File: config.mk
export PLATFORM = sky130hd
export DESIGN_NAME = fwd_hazard_unit
export DESIGN_NICKNAME = d
export VERILOG_FILES = /design/src/rtl/fwd_hazard_unit.sv
export SDC_FILE = /design/constraint.sdc
export NUM_CORES = 1
export LEC_CHECK = 0
export ABC_AREA = 1
export ABC_CLOCK_PERIOD_IN_PS = 1650
export CAP_MARGIN = 20
export CORE_MARGIN = 5
export CORE_UTILIZATION = 48
export DETAILED_ROUTE_END_ITERATION = 12
export PLACE_DENSITY = 0.77
export SKIP_LAST_GASP = 1
export SYNTH_ARGS = -nofsm -noshare
export SYNTH_HDL_FRONTEND = slang
export SYNTH_SLANG_ARGS = --single-unit
File: constraint.sdc
create_clock -name clk -period 1.65 [get_ports clk]
set_input_delay 0.2475 -clock clk [delete_from_list [all_inputs] [get_ports clk]]
set_output_delay 0.2475 -clock clk [all_outputs]
set_load 0.01 [all_outputs]
File: src/rtl/fwd_hazard_unit.sv
// Forwarding and hazard control for the 5-stage LC-3b pipeline.
// Keeps a shadow copy of EX/MEM/WB register usage and derives bypass selects and stalls.
module fwd_hazard_unit #(
    parameter int NUM_REGS    = 8,
    parameter int REG_W       = 3,
    parameter int NUM_SRC     = 2,
    parameter int ZERO_REG_EN = 0,
    parameter int CNT_W       = 16
) (
    input  logic                     clk,
    input  logic                     rst_n,
    input  logic                     id_valid,
    input  logic [NUM_SRC*REG_W-1:0] id_src,
    input  logic [NUM_SRC-1:0]       id_uses,
    input  logic [REG_W-1:0]         id_dest,
    input  logic                     id_wr,
    input  logic                     id_load,
    input  logic                     id_mem,
    input  logic                     mem_resp,
    input  logic                     flush,
    input  logic                     cnt_clr,
    output logic [2*NUM_SRC-1:0]     ex_fwd_sel,
    output logic [NUM_SRC-1:0]       id_fwd,
    output logic                     stall_if_id,
    output logic                     bubble_ex,
    output logic                     stall_all,
    output logic [CNT_W-1:0]         stall_cnt
);

    generate
        if (REG_W < $clog2(NUM_REGS)) begin : g_bad_reg_w
            $error("REG_W is too narrow to index NUM_REGS registers");
        end
    endgenerate

    logic                     ex_v;
    logic [NUM_SRC*REG_W-1:0] ex_src;
    logic [NUM_SRC-1:0]       ex_uses;
    logic [REG_W-1:0]         ex_dest;
    logic                     ex_wr;
    logic                     ex_load;
    logic                     ex_memop;

    logic                     mem_v;
    logic [REG_W-1:0]         mem_dest;
    logic                     mem_wr;
    logic                     mem_load;
    logic                     mem_memop;

    logic                     wb_v;
    logic [REG_W-1:0]         wb_dest;
    logic                     wb_wr;

    logic                     load_use;

    // A stage produces register idx only if it is live and writes; r0 never matches when hardwired.
    function automatic logic hit(input logic v, input logic wr,
                                 input logic [REG_W-1:0] dest,
                                 input logic [REG_W-1:0] idx);
        return v && wr && (dest == idx) && !((ZERO_REG_EN != 0) && (idx == '0));
    endfunction

    always_comb begin
        stall_all  = mem_v & mem_memop & ~mem_resp;
        load_use   = 1'b0;
        id_fwd     = '0;
        ex_fwd_sel = '0;

        for (int k = 0; k < NUM_SRC; k++) begin
            if (id_uses[k] && hit(ex_v & ex_load, ex_wr, ex_dest, id_src[k*REG_W +: REG_W]))
                load_use = 1'b1;
            id_fwd[k] = id_uses[k] & hit(wb_v, wb_wr, wb_dest, id_src[k*REG_W +: REG_W]);

            // MEM is younger than WB, so it is checked first.
            if (ex_v && ex_uses[k]) begin
                if (hit(mem_v, mem_wr, mem_dest, ex_src[k*REG_W +: REG_W]))
                    ex_fwd_sel[2*k +: 2] = mem_load ? 2'b11 : 2'b01;
                else if (hit(wb_v, wb_wr, wb_dest, ex_src[k*REG_W +: REG_W]))
                    ex_fwd_sel[2*k +: 2] = 2'b10;
            end
        end

        load_use    = load_use & id_valid & ~flush;
        stall_if_id = stall_all | load_use;
        bubble_ex   = load_use & ~stall_all;
    end

    always_ff @(posedge clk or negedge rst_n) begin
        if (!rst_n) begin
            ex_v      <= 1'b0;
            ex_src    <= '0;
            ex_uses   <= '0;
            ex_dest   <= '0;
            ex_wr     <= 1'b0;
            ex_load   <= 1'b0;
            ex_memop  <= 1'b0;
            mem_v     <= 1'b0;
            mem_dest  <= '0;
            mem_wr    <= 1'b0;
            mem_load  <= 1'b0;
            mem_memop <= 1'b0;
            wb_v      <= 1'b0;
            wb_dest   <= '0;
            wb_wr     <= 1'b0;
        end else if (!stall_all) begin
            wb_v      <= mem_v;
            wb_dest   <= mem_dest;
            wb_wr     <= mem_wr;
            mem_v     <= ex_v;
            mem_dest  <= ex_dest;
            mem_wr    <= ex_wr;
            mem_load  <= ex_load;
            mem_memop <= ex_memop;
            // A load-use hazard or a flush turns the EX slot into a bubble.
            ex_v      <= id_valid & ~load_use & ~flush;
            ex_src    <= id_src;
            ex_uses   <= id_uses;
            ex_dest   <= id_dest;
            ex_wr     <= id_wr;
            ex_load   <= id_load;
            ex_memop  <= id_mem;
        end
    end

    always_ff @(posedge clk or negedge rst_n) begin
        if (!rst_n)
            stall_cnt <= '0;
        else if (cnt_clr)
            stall_cnt <= '0;
        else if (stall_if_id && (stall_cnt != '1))
            stall_cnt <= stall_cnt + {{(CNT_W-1){1'b0}}, 1'b1};
    end

endmodule

==> results of run 1 <==
synth_stat cells:
| cell type | n | area share |
|---|---|---|
| nand2_4 | 1 | 0.0044 |
| o21ai_0 | 19 | 0.038 |
| nor2_1 | 35 | 0.052 |
| nand3_2 | 1 | 0.0040 |
| nor3_1 | 6 | 0.012 |
| nor2_4 | 1 | 0.0044 |
| ha_1 | 1 | 0.0049 |
| buf_1 | 3 | 0.0044 |
| dfrtp_1 | 43 | 0.43 |
| xnor2_1 | 5 | 0.017 |
| nand3_1 | 25 | 0.049 |
| buf_6 | 1 | 0.0044 |
| o22ai_1 | 2 | 0.0049 |
| buf_2 | 2 | 0.0040 |
| nand3_4 | 1 | 0.0069 |
| clkinv_1 | 1 | 0.0015 |
| clkbuf_1 | 5 | 0.0074 |
| o211ai_1 | 1 | 0.0030 |
| xor2_1 | 13 | 0.045 |
| nand4_1 | 21 | 0.052 |
| nand2_2 | 2 | 0.0049 |
| nand2_1 | 125 | 0.19 |
| inv_1 | 38 | 0.056 |
| a21oi_1 | 2 | 0.0040 |
| nor2_2 | 1 | 0.0025 |
| nor4_1 | 1 | 0.0025 |
logic make-up after synthesis:
kind of cell / synth area share
and+or+nand+nor: 0.380
buffers and inverters: 0.0781
DFF: 0.425
AOI/OAI and AO/OA: 0.0494
adders and majority gates: 0.00494
xor gates and xnor gates: 0.0623
power breakdown:
part | leakage, nW | internal [W] | switching, W | total [W]
Clock | 0.0477 | 0.000290 | 0.000357 | 0.000647
Combinational | 1.33 | 0.000264 | 0.000259 | 0.000522
Sequential | 0.539 | 0.00113 | 0.0000644 | 0.00119
metrics by stage:
stage | area, um2 | hold slack (ps) | utilization
5_1_grt | 3600 | 275 | 0.705
3_5_place_dp | 3430 | 154 | 0.671
3_3_place_gp | 3430 | 151 | 0.671
6_report | 3600 | 286 | 0.705
4_1_cts | 3510 | 367 | 0.687
2_1_floorplan | 2530 | -48.1 | -
worst min-delay path by stage:
stage / to / from / cells past startpoint / slack, ps
floorplan: ex_dest[0]$_DFFE_PN0N_ / rst_n / 0 / -50
global placement: wb_dest[1]$_DFFE_PN0N_ / rst_n / 1 / 150
detailed placement: wb_dest[1]$_DFFE_PN0N_ / rst_n / 1 / 150
CTS: stall_cnt[6]$_DFFE_PN0P_ / rst_n / 2 / 370
global route: ex_src[5]$_DFFE_PN0N_ / id_src[5] / 3 / 270
finish: ex_src[5]$_DFFE_PN0N_ / id_src[5] / 3 / 290
sequential cells by signal (all words and copies together), names as in the netlist, 2 cells and up:
| signal | cells |
|---|---|
| ex_dest | 3 |
| ex_uses | 2 |
| ex_src | 6 |
| mem_dest | 3 |
| stall_cnt | 16 |
| wb_dest | 3 |
cell usage in the layout, fill, tap and decap left out, types with 3 or more instances in the layout:
cell | Yosys | routed
nand2_1 | 125 | 122
buf_4 | 0 | 56
dfrtp_1 | 43 | 39
nor2_1 | 35 | 35
inv_1 | 38 | 35
clkdlybuf4s50_1 | 0 | 26
nand3_1 | 25 | 24
nand4_1 | 21 | 21
o21ai_0 | 19 | 17
xor2_1 | 13 | 13
buf_2 | 2 | 8
nor3_1 | 6 | 5
xnor2_1 | 5 | 5
clkbuf_8 | 0 | 5
dlygate4sd2_1 | 0 | 5
clkinv_2 | 0 | 4
dfrtp_2 | 0 | 4
inv_2 | 0 | 3
nand2_2 | 2 | 3
dlymetal6s2s_1 | 0 | 3
buf_12 | 0 | 3
worst min-delay path: cells and delay by family:
kind                   cells  cell delay (ps)
buffers and inverters      1              160
AND/OR/NAND/NOR            2              130
layer usage:
metal  global-route usage  vias up
met2                0.376       48
met5                    0        -
li1                     -     1336
met4               0.0686        0
met1                0.276     1244
met3               0.0423        9
timing repair:
action / CTS / global route
endpoints found under the hold margin: 11 / 0
pin swaps: 9 / 9
endpoints found under the setup margin: 25 / 30
hold buffers: 1 / 0
resized for setup: 52 / 18
buffers inserted: 2 / 5
final cells by class:
type | instances | area share
clock buffer | 5 | 0.0191
timing repair buffer | 105 | 0.250
inverter | 39 | 0.0410
clock inverter | 3 | 0.00417
tap | 70 | 0.0243
sequential | 43 | 0.300
multi-input combinational | 263 | 0.362
==> impl_metrics.env, run 1 <==
export IMPL_status="complete, but fails checks"
export IMPL_violations="setup timing"
export IMPL_p_leak_nw=1.92
export IMPL_yosys_warnings=0
export IMPL_synthDistinctLibCells=26
export IMPL_path_cells="buf_4 > xor2_1 > nor2_1 > nand2_1 > nand2_1 > a21oi_2 > buf_2"
export IMPL_slowest_stage="dfrtp_1"
export IMPL_regToRegEndpoint="stall_cnt[5]$_DFFE_PN0P_"
export IMPL_insertion_delay_ps=300
export IMPL_place_congestion=0.931
export IMPL_ios=45
export IMPL_wl_met3_um=216
export IMPL_clock_skew_ps=8.86
export IMPL_ys_seq_elements=43
export IMPL_clk_pin_slew_ps=80
export IMPL_vias=2637
export IMPL_pre_cts_slack_ps=-465
export IMPL_path_class="flip-flop to output pin"
export IMPL_synth_nets=377
export IMPL_critical_path_top_delay_family="flip-flops"
export IMPL_viasPerCell=4.99
export IMPL_min_period_ps=1780
export IMPL_r2r_start="stall_cnt[0]$_DFFE_PN0P_"
export IMPL_r2r_slack_ps=100
export IMPL_rsz0062_at_grt="yes"
export IMPL_cpMostUsedCell="nand2_1"
export IMPL_antenna_found_initial=0
export IMPL_worst_slew_pin_slew_ps=366
export IMPL_ys_seq_area_frac=0.425
export IMPL_end_kind="output pin"
export IMPL_io_buffers=44
export IMPL_hold_class="input pin to flip-flop"
export IMPL_tritoncts="yes"
export IMPL_maxSlewHeadroom=0.755
export IMPL_stdcell_count=528
export IMPL_drt_iter0_drc=138
export IMPL_grt_pass1_vias=2568
export IMPL_grt_max_degree=22
export IMPL_cp_endpoint="ex_fwd_sel[3]"
export IMPL_dieArea_um2=6830
export IMPL_dp_hpwl_um=5110
export IMPL_fp_coreArea_um2=5110
export IMPL_cp_data_arrival_time_ps=1530
export IMPL_highest_layer="met4"
export IMPL_ir_drop_v=0.000367
export IMPL_setup_ws_ps=-126
export IMPL_synthCells=356
export IMPL_initial_core_util=0.496
export IMPL_path_buf_inv=2
export IMPL_h_tree_depth=2
export IMPL_slowest_delay_ps=410
export IMPL_ff2ff_path_depth=9
export IMPL_path_max_fanout=3
export IMPL_n_antenna_cell=0
export IMPL_syn2layout_area_growth_pct=42.3
export IMPL_totalWireLength_um=6720
export IMPL_totalPowerFinal_w=0.00236
export IMPL_cts_root_buf="clkbuf_8"
export IMPL_clockBufferDepth=2
export IMPL_fin_crit_sh=1.08
export IMPL_setup_tns_ps=-335
export IMPL_drc=0
export IMPL_powerDensity_nw_per_um2=656
export IMPL_place_inst=512
export IMPL_clock_fmax_mhz=563
export IMPL_die_y_um=82.6
export IMPL_critPathLaunchType="flip-flop"
export IMPL_layout_nets=478
export IMPL_dr_pass1_iters=4
export IMPL_n_fill_cell=425
export IMPL_postRouteAntennaNets=0
export IMPL_crit_start="mem_dest[2]$_DFFE_PN0N_"
export IMPL_grt_usage=0.219
export IMPL_finalHoldViolations=0
export IMPL_netlist_area_um2=2530
export IMPL_die_w_um=82.6
export IMPL_cp_num_cells=7
export IMPL_grt_overflow=0
export IMPL_num_rows=26
export IMPL_clock_sinks=43
export IMPL_grt_pass1_wl_um=11500
export IMPL_setup_viol=5
export IMPL_multi_input_area_um2=1300
export IMPL_cts_buffers=5
export IMPL_syn_area_per_cell_um2=7.11
export IMPL_drt_wirelength_per_cell_um=12.7
export IMPL_maxSlewViolCount=0
export IMPL_ff_latch_area_um2=1080
export IMPL_cap_viol_max_count=0
export IMPL_drive_gt1_frac=0.216
export IMPL_met1_length_um=3000
export IMPL_required_ps=1400
export IMPL_met2_length_um=3410
(Power assumes the default switching activity.)
==> inputs of run 2 (changes only) <==
--- a/config.mk
+++ b/config.mk
@@ -10,6 +10,7 @@
 export CAP_MARGIN = 20
 export CORE_MARGIN = 5
 export CORE_UTILIZATION = 48
+export CTS_BUF_LIST = sky130_fd_sc_hd__clkbuf_16
 export DETAILED_ROUTE_END_ITERATION = 12
 export PLACE_DENSITY = 0.77
 export SKIP_LAST_GASP = 1
==> impl_metrics.env, run 2 (synthesis gave the netlist of run 1 again) <==
export IMPL_grt_overflow=0
export IMPL_layout_nets=486
export IMPL_totalPowerFinal_w=0.00274
export IMPL_cap_viol_max_count=0
export IMPL_cp_data_arrival_time_ps=1510
export IMPL_cp_num_cells=7
export IMPL_clock_skew_ps=5.32
export IMPL_n_fill_cell=367
export IMPL_totalWireLength_um=7910
export IMPL_clockBufferDepth=2
export IMPL_antenna_found_initial=0
export IMPL_clock_fmax_mhz=571
export IMPL_path_buf_inv=3
export IMPL_slowest_delay_ps=410
export IMPL_vias=2797
export IMPL_path_class="flip-flop to output pin"
export IMPL_slowest_stage="dfrtp_1"
export IMPL_p_int_w=0.00198
export IMPL_path_cells="xor2_1 > nor3_1 > nand2_1 > buf_4 > o21ai_1 > inv_1 > buf_2"
export IMPL_r2r_start="stall_cnt[0]$_DFFE_PN0P_"
export IMPL_min_period_ps=1750
export IMPL_finalHoldViolations=0
export IMPL_ff_latch_area_um2=1080
export IMPL_io_buffers=44
export IMPL_highest_layer="met4"
export IMPL_grt_usage=0.226
export IMPL_netSwitchingFraction=0.276
export IMPL_final_common_cell="nand2_1"
export IMPL_met2_length_um=4180
export IMPL_ff2ff_path_depth=9
export IMPL_comb_power_share=0.216
export IMPL_insertion_delay_ps=280
export IMPL_drive_gt1_frac=0.240
export IMPL_stdcell_count=536
export IMPL_ir_drop_v=0.000404
export IMPL_clock_sinks=43
export IMPL_status="complete, but fails checks"
export IMPL_powerDensity_nw_per_um2=719
export IMPL_viasPerCell=5.22
export IMPL_fin_crit_sh=1.06
export IMPL_dp_hpwl_um=5110
export IMPL_drt_iter0_drc=184
export IMPL_p_leak_nw=1.96
export IMPL_clk_pin_slew_ps=60
export IMPL_tritoncts="yes"
export IMPL_multi_input_area_um2=1340
export IMPL_path_max_fanout=3
export IMPL_grt_pass1_wl_um=11900
export IMPL_place_inst=512
export IMPL_reg_largest_list="stall_cnt x16, ex_src x6"
export IMPL_rsz0062_at_grt="yes"
export IMPL_critPathLaunchType="flip-flop"
export IMPL_drc=0
export IMPL_wl_met3_um=371
export IMPL_setup_viol=6
export IMPL_ios=45
export IMPL_postRouteAntennaNets=0
export IMPL_p_clk_frac=0.346
export IMPL_crit_start="mem_dest[2]$_DFFE_PN0N_"
export IMPL_top_register="stall_cnt"
export IMPL_grt_max_degree=22
export IMPL_h_tree_depth=2
export IMPL_maxSlewViolCount=0
export IMPL_end_kind="output pin"
export IMPL_switching_power_w=0.000756
export IMPL_syn2layout_area_growth_pct=50.5
export IMPL_grt_pass1_vias=2658
export IMPL_place_congestion=0.931
export IMPL_worst_slew_pin_slew_ps=408
export IMPL_violations="setup timing"
export IMPL_drt_wirelength_per_cell_um=14.8
export IMPL_die_w_um=82.6
export IMPL_dr_pass1_iters=4
export IMPL_share_seq_of_total_power=0.438
export IMPL_cts_root_buf="clkbuf_16"
export IMPL_cts_buffers=5
export IMPL_dieArea_um2=6830
export IMPL_num_rows=26
export IMPL_n_antenna_cell=0
export IMPL_maxSlewHeadroom=0.727
export IMPL_setup_tns_ps=-264
export IMPL_timing_hold_ws_ps=398
export IMPL_met1_length_um=3260
export IMPL_hold_class="input pin to async pin"
export IMPL_die_y_um=82.6
export IMPL_setup_ws_ps=-103
export IMPL_layout_common_cells="122 x nand2_1, 55 x buf_4, 40 x dfrtp_1"
export IMPL_initial_core_util=0.496
export IMPL_fp_coreArea_um2=5110
export IMPL_critical_path_top_delay_family="flip-flops"
export IMPL_largest_register_ffs=16
export IMPL_required_ps=1400
run 2: cell types whose count changed in the layout (fill, tap and decap cells not counted), sizes merged:
cell           before  now
buf                69   75
dlygate4sd2         5    7
dlymetal6s2s        3    1
clkdlybuf4s50      26   27
clkinv              4    3
inv                38   39
nand2             128  129
run 2: path summary, 6_finish.rpt:
path,slack (ps),endpoint
worst max-delay path,-100,ex_fwd_sel[1]
worst max register to register,-10,stall_cnt[7]$_DFFE_PN0P_
min in group clk,400,ex_uses[0]$_DFFE_PN0N_
worst min-delay path,400,stall_cnt[6]$_DFFE_PN0P_
max in group asynchronous,750,stall_cnt[2]$_DFFE_PN0P_
worst min register to register,460,mem_memop$_DFFE_PN0N_
run 2: final cells by class:
cell class | instances | area share
clock inverters | 3 | 0.00394
flip-flops and latches | 43 | 0.284
well taps | 70 | 0.0230
repair buffers | 112 | 0.265
clock buffers | 5 | 0.0329
inverters | 39 | 0.0391
multi-input cells | 264 | 0.352
run 2: power groups by stage:
stage	Sequential (W)	Combinational (W)	Clock [W]
5_1_grt	0.00121	0.000649	0.00101
3_5_place_dp	0.00121	0.000484	0
3_3_place_gp	0.00121	0.000476	0
6_report	0.00120	0.000592	0.000946
2_1_floorplan	0.00120	0.000223	0
4_1_cts	0.00119	0.000508	0.000955
run 2: metrics by stage:
| step | utilization | worst slack, ps | instance area (um2) |
|---|---|---|---|
| after global placement | 0.671 | -455 | 3430 |
| after floorplan | - | 18.6 | 2530 |
| after detailed placement | 0.671 | -465 | 3430 |
| after CTS | 0.700 | -111 | 3570 |
| final | 0.746 | -103 | 3810 |
| after global routing | 0.746 | -232 | 3810 |
run 2: what timing repair did:
| item | in CTS | in global routing |
|---|---|---|
| hold endpoints to repair | 11 | 0 |
| gates cloned | 0 | 2 |
| endpoints found under the setup margin | 25 | 26 |
| resized for setup | 50 | 29 |
| pin swaps | 9 | 31 |
| setup buffers | 3 | 10 |
| hold buffers | 1 | 0 |
run 2: per-layer routing:
layer / track usage / up-vias
met3: 0.0499 / 13
met2: 0.396 / 80
met1: 0.279 / 1340
met5: 0 / -
met4: 0.0637 / 0
li1: - / 1364
==> inputs of run 3 (changes only) <==
--- a/config.mk
+++ b/config.mk
@@ -13,7 +13,9 @@
 export CTS_BUF_LIST = sky130_fd_sc_hd__clkbuf_16
 export DETAILED_ROUTE_END_ITERATION = 12
 export PLACE_DENSITY = 0.77
+export RECOVER_POWER = 50
 export SKIP_LAST_GASP = 1
 export SYNTH_ARGS = -nofsm -noshare
 export SYNTH_HDL_FRONTEND = slang
 export SYNTH_SLANG_ARGS = --single-unit
+export TNS_END_PERCENT = 1
==> impl_metrics.env, run 3 (synthesis gave the netlist of run 1 again) <==
export IMPL_status="complete, but fails checks"
export IMPL_violations="setup timing"
export IMPL_grt_max_degree=22
export IMPL_p_leak_nw=1.86
export IMPL_critPathLaunchType="flip-flop"
export IMPL_cp_data_arrival_time_ps=1500
export IMPL_drt_iter0_drc=136
export IMPL_fp_coreArea_um2=5110
export IMPL_largest_register_ffs=16
export IMPL_clock_skew_ps=5.52
export IMPL_dr_pass1_iters=4
export IMPL_antenna_found_initial=0
export IMPL_layout_common_cells="125 x nand2_1, 52 x buf_4, 43 x dfrtp_1"
export IMPL_viasPerCell=5.03
export IMPL_cts_root_buf="clkbuf_16"
export IMPL_p_int_w=0.00193
export IMPL_reg_largest_list="stall_cnt x16, ex_src x6"
export IMPL_n_fill_cell=438
export IMPL_drive_gt1_frac=0.178
export IMPL_clockBufferDepth=2
export IMPL_die_w_um=82.6
export IMPL_clock_sinks=43
export IMPL_vias=2636
export IMPL_top_register="stall_cnt"
export IMPL_io_buffers=44
export IMPL_setup_tns_ps=-468
export IMPL_grt_pass1_wl_um=11800
export IMPL_min_period_ps=1750
export IMPL_clk_pin_slew_ps=60
export IMPL_finalHoldViolations=0
export IMPL_setup_ws_ps=-96.7
export IMPL_rsz0062_at_grt="yes"
export IMPL_cap_viol_max_count=0
export IMPL_final_common_cell="nand2_1"
export IMPL_die_y_um=82.6
export IMPL_ios=45
export IMPL_path_max_fanout=3
export IMPL_ff_latch_area_um2=1080
export IMPL_hold_class="flip-flop to flip-flop"
export IMPL_drc=0
export IMPL_grt_overflow=0
export IMPL_layout_nets=474
export IMPL_h_tree_depth=2
export IMPL_place_congestion=0.931
export IMPL_powerDensity_nw_per_um2=740
export IMPL_timing_hold_ws_ps=462
export IMPL_pre_cts_slack_ps=-465
export IMPL_required_ps=1400
export IMPL_drt_wirelength_per_cell_um=12.9
export IMPL_totalWireLength_um=6760
export IMPL_end_kind="output pin"
export IMPL_totalPowerFinal_w=0.00263
export IMPL_grt_pass1_vias=2648
export IMPL_netSwitchingFraction=0.267
export IMPL_fin_crit_sh=1.06
export IMPL_worst_slew_pin_slew_ps=696
export IMPL_finalInstanceArea_um2=3560
export IMPL_p_clk_frac=0.358
export IMPL_dpl_cell_area_um2=3430
export IMPL_share_seq_of_total_power=0.453
export IMPL_dp_hpwl_um=5110
export IMPL_dieArea_um2=6830
export IMPL_clock_fmax_mhz=573
export IMPL_setup_viol=8
export IMPL_maxSlewViolCount=0
export IMPL_path_class="flip-flop to output pin"
export IMPL_syn2layout_area_growth_pct=40.6
export IMPL_multi_input_area_um2=1270
export IMPL_num_rows=26
export IMPL_initial_core_util=0.496
export IMPL_min_path_cells=2
export IMPL_grt_usage=0.223
export IMPL_comb_power_share=0.190
export IMPL_ff2ff_path_depth=12
export IMPL_cts_buffers=5
export IMPL_ir_drop_v=0.000400
export IMPL_insertion_delay_ps=280
export IMPL_postRouteAntennaNets=0
export IMPL_n_antenna_cell=0
export IMPL_maxSlewHeadroom=0.536
export IMPL_tritoncts="yes"
export IMPL_switching_power_w=0.000704
[run 3: cell types whose count changed in the layout (fill, tap and decap cells not counted), sizes merged]
cell,delta
buf,-15
clkdlybuf4s50,+5
dlygate4sd2,-3
clkbuf,+2
clkdlybuf4s15,+1
clkinv,+1
dlymetal6s2s,-1
inv,-1
nand2,-1
[run 3: area by class of cell]
cell class | instances | share of cell area
well taps | 70 | 0.0246
repair buffers | 101 | 0.237
inverters | 39 | 0.0415
clock inverters | 3 | 0.00422
multi-input cells | 263 | 0.356
flip-flops and latches | 43 | 0.302
clock buffers | 5 | 0.0351
[run 3: critical path, stage by stage, from the launching register on]
cell     delay [ps]
dfrtp_1         410
buf_4           150
xor2_1          140
nor2_1          140
nand2_1          90
nand2_1         100
a21oi_2          60
buf_2           130
[run 3: path summary, 6_finish.rpt]
kind | slack, ps | start | endpoint
max in group asynchronous | 180 | rst_n | wb_dest[2]$_DFFE_PN0N_
max | -100 | mem_dest[2]$_DFFE_PN0N_ | ex_fwd_sel[3]
min in group asynchronous | 530 | rst_n | stall_cnt[6]$_DFFE_PN0P_
max reg2reg | 40 | ex_dest[0]$_DFFE_PN0N_ | stall_cnt[5]$_DFFE_PN0P_
min | 460 | ex_memop$_DFFE_PN0N_ | mem_memop$_DFFE_PN0N_
min reg2reg | 460 | ex_memop$_DFFE_PN0N_ | mem_memop$_DFFE_PN0N_
[run 3: metal layers]
layer	part of all wire	GRT usage	wire (um)
met5	0	0	0
met4	0.020	0.0768	134
met2	0.51	0.382	3440
met1	0.43	0.277	2900
met3	0.043	0.0499	289
[run 3: metrics by stage]
step / utilization / instances
after floorplan: - / 356
after global placement: 0.671 / 512
after detailed placement: 0.671 / 512
after CTS: 0.698 / 523
after global routing: 0.697 / 524
final: 0.697 / 524
[run 3: power by group through the flow]
stage          Combinational [W]  Sequential, W  Clock [W]
6_report                0.000499        0.00119   0.000942
5_1_grt                 0.000559        0.00120    0.00101
4_1_cts                 0.000500        0.00119   0.000955
3_5_place_dp            0.000484        0.00121          0
3_3_place_gp            0.000476        0.00121          0
2_1_floorplan           0.000223        0.00120          0
[run 3: what timing repair did]
action	CTS	global route
buffers inserted	2	1
hold endpoints to repair	11	0
hold buffers	1	0
cloned	0	0
resized for setup	36	2
setup endpoints to repair	25	26
pin swaps	7	2
